===== src/rtl/and2n.sv =====
// Parameterised n-bit bitwise AND with a live combinational result and a
// registered copy carrying a valid flag plus zero/all-ones/popcount status.
module and2n #(
  parameter int n = 4
) (
  input  logic                     clk,
  input  logic                     rst_n,
  input  logic [n-1:0]             A,
  input  logic [n-1:0]             B,
  input  logic                     in_valid,
  output logic [n-1:0]             F,
  output logic [n-1:0]             F_q,
  output logic                     out_valid,
  output logic                     zero_q,
  output logic                     ones_q,
  output logic [$clog2(n+1)-1:0]   popcnt_q
);

  localparam int PW = $clog2(n+1);

  logic [PW-1:0] pop_count;
  logic          is_zero;
  logic          is_ones;

  assign F       = A & B;
  assign is_zero = ~|F;
  assign is_ones = &F;

  always_comb begin
    pop_count = '0;
    for (int i = 0; i < n; i++) begin
      pop_count = pop_count + PW'(F[i]);
    end
  end

  // Status payload only moves on a valid capture; out_valid alone marks staleness.
  always_ff @(posedge clk or negedge rst_n) begin
    if (!rst_n) begin
      F_q       <= '0;
      out_valid <= 1'b0;
      zero_q    <= 1'b0;
      ones_q    <= 1'b0;
      popcnt_q  <= '0;
    end else begin
      out_valid <= in_valid;
      if (in_valid) begin
        F_q      <= F;
        zero_q   <= is_zero;
        ones_q   <= is_ones;
        popcnt_q <= pop_count;
      end
    end
  end

endmodule


===== config.mk =====
export PLATFORM = sky130hd
export DESIGN_NAME = and2n
export DESIGN_NICKNAME = d
export VERILOG_FILES = /design/src/rtl/and2n.sv
export SDC_FILE = /design/constraint.sdc
export NUM_CORES = 1
export LEC_CHECK = 0
export ABC_AREA = 1
export CORE_MARGIN = 2
export CORE_UTILIZATION = 33
export CTS_BUF_LIST = sky130_fd_sc_hd__clkbuf_4 sky130_fd_sc_hd__clkbuf_8 sky130_fd_sc_hd__clkbuf_16
export CTS_CLUSTER_SIZE = 30
export DETAILED_ROUTE_END_ITERATION = 7
export GPL_ROUTABILITY_DRIVEN = 0
export PLACE_DENSITY = 0.84
export SLEW_MARGIN = 20
export SYNTH_ARGS = -nofsm -noshare
export SYNTH_HDL_FRONTEND = slang
export SYNTH_SLANG_ARGS = --single-unit

===== constraint.sdc =====
create_clock -name clk -period 0.8 [get_ports clk]
set_input_delay 0.24 -clock clk [delete_from_list [all_inputs] [get_ports clk]]
set_output_delay 0.24 -clock clk [all_outputs]
set_load 0.005 [all_outputs]

==> impl_metrics.json, run 1 <==
{
  "critPathMaxFanout": 2,
  "drv_slew": 0,
  "core-area_sq_um": 1320,
  "max_freq_mhz": 896,
  "start_util": 0.357,
  "hp-class": "input port to async pin",
  "final_cell_mix": "buf_4 (16), nand2_1 (14), buf_2 (11), dfrtp_1 (10), buf_6 (10)",
  "critPathCaptureType": "flop",
  "fillers": 84,
  "rsz0062_at_grt": "yes",
  "p_per_area_nw_per_um2": 1460,
  "clockBufferDepth": 2,
  "worstSkewPairLatency_ns": 0.27,
  "synth_seq_area_share": 0.532,
  "multiInputGateArea_sq_um": 295,
  "use_met1": 0.199,
  "drt_iter0_drc": 14,
  "met2_usage": 0.397,
  "cpMostUsedCell": "ha_4",
  "dieArea_sq_um": 1740,
  "maxSlewHeadroom": 0.878,
  "period_share": 1.40,
  "ys_types": 13,
  "grt_pass1_wl_microns": 2600,
  "critPathLaunchType": "input port",
  "clock-root-buffer": "clkbuf_4",
  "clkTransAtPathRegs_ns": 0.08,
  "die_h_microns": 41.8,
  "violations": "setup timing",
  "use_met3": 0.0478,
  "yosys.area.top_type": "dfrtp_1",
  "synthesis.area_sq_um": 470,
  "finalNetCount": 113,
  "worst_clock_skew_ns": 0,
  "grt_pass1_vias": 596,
  "synth_seq_cells": 10,
  "synth_cells": 51,
  "grt_usage": 0.200,
  "routed_via_density": 4.61,
  "row_count": 13,
  "status": "finished with violations",
  "portBuffers": 24,
  "cts_hold_buf": 0,
  "worst_slack_ns": -0.316,
  "cpPeakStageDelay_ns": 0.23,
  "drtPass1Iterations": 4,
  "cp_num_buf_inv": 1,
  "routedWlPerCell_microns": 14.5,
  "vias": 521,
  "htreeDepth": 1,
  "wirelength_microns": 1640,
  "busiest_layer": "met2",
  "mostFrequentLayoutCell": "buf_4",
  "grt_overflow": 0,
  "yosys_warnings": 0,
  "worstPathArrival_ns": 1.27,
  "min_period_ns": 1.12,
  "ff_latch_area_sq_um": 250,
  "ant_nets": 0,
  "worst_path_max_delay_cell": "or2_4",
  "final-hold-violation-count": 0,
  "cts.sinks": 10,
  "dpl.cell_count": 98,
  "diodes": 0,
  "syn-num-nets": 65,
  "cp_top_family": "simple AND/OR/NAND/NOR gates",
  "synthToLayoutAreaGrowth_pct": 116,
  "crit_type": "input port to flop",
  "timing.max_cap.violations": 0,
  "pin_count": 25,
  "setup_viol": 18,
  "synth_area_leaders": "dfrtp_1 (53%), nand2_1 (15%), ha_1 (8.0%)",
  "peakVddDrop_mv": 1.23,
  "static-leakage-power_nw": 0.542,
  "instances_no_fill": 113,
  "drc": 0,
  "drive_gt1_frac": 0.653,
  "cts_made_buffers": 3,
  "die_w_microns": 41.8,
  "hpwl_microns": 957,
  "worstPathRequired_ns": 0.96,
  "grt_max_degree": 12,
  "path_cells": "buf_8 -> nand2_8 -> xor2_4 -> ha_4 -> or2_4 -> ha_4 -> nand2_2 -> nand2_1",
  "synth.avg_cell_area_sq_um": 9.22,
  "antenna_found_initial": 0,
  "final_util": 0.772,
  "cts_tree": "done",
  "synth_top_cell_area_share": 0.532,
  "worstMarginPinSlew_ns": 0.182
}
## cell families after synthesis
family                   Yosys count  synth area share
AND/OR/NAND/NOR                   25             0.210
flip-flops                        10             0.532
buffers and inverters              7            0.0718
AO/OA/AOI/OAI                      5            0.0878
adder cells (fa/ha/maj)            3            0.0798
XOR/XNOR                           1            0.0186
## flip-flops by register name (all words and copies together) (netlist names)
signal,count
F_q,4
ones_q,1
out_valid,1
popcnt_q,3
zero_q,1
## final timing paths
path | endpoint | cells past startpoint | start | slack [ns]
min in group clk | F_q[1] | 4 | B[1] | 0.36
max in group asynchronous | ones_q | 2 | rst_n | 0.40
hold reg to reg | F_q[0] | 2 | F_q[0] | 0.49
hold / removal | F_q[0] | 2 | rst_n | 0.29
setup reg to reg | popcnt_q[1] | 4 | popcnt_q[1] | -0.06
setup / recovery | popcnt_q[1] | 8 | B[0] | -0.32
## report_power, final
part,internal [mW],switching [mW],leakage [nW]
registers,0.547,0.0215,0.129
clock network,0.276,0.197,0.0210
logic,0.256,0.184,0.393
## repair_timing
action,in CTS,in global routing
setup endpoints to repair,23,19
pin swaps,11,6
endpoints found under the hold margin,0,0
resized for setup,119,4
setup buffers,9,4
## layer usage
layer,up-vias,wire length (microns)
li1,251,-
met1,254,588
met2,14,979
met3,2,60
met4,0,14
met5,-,0
## per-stage QoR
stage                     setup slack, ns  cell area, sq um  hold WS [ns]  setup TNS (ns)  power, mW
after floorplan                    -0.484               512       -0.0556           -1.26      0.687
after global placement              -1.09               840         0.465          -11.70      0.908
after detailed placement            -1.12               840         0.466          -11.95      0.919
after CTS                          -0.328               981         0.282           -3.45       1.46
after global routing               -0.336              1020         0.294           -3.90       1.56
final                              -0.316              1020         0.290           -3.38       1.48
## cells in the mapped netlist
library cell and number:
nor2_1 3, inv_2 1, o21ai_2 3, o21bai_1 1, or2_1 1, dfrtp_1 10, ha_1 3, o21a_1 1
buf_6 1, xor2_1 1, inv_1 5, nand3_1 2, nand2_1 19
## cell type report
class,count,area share
inverters,6,0.0295
well taps,15,0.0185
repair buffers,44,0.380
flip-flops and latches,10,0.246
multi-input cells,34,0.290
clock buffers,4,0.0357
(Power assumes the default switching activity.)
==> inputs of run 2 (changes only) <==
MAX_ROUTING_LAYER = met4   (was not set)
==> results of run 2 <==
The final DEF is identical to that of run 1; final timing and power are the same.
Main changes from that run: overall routing resource usage 0.200 -> 0.205
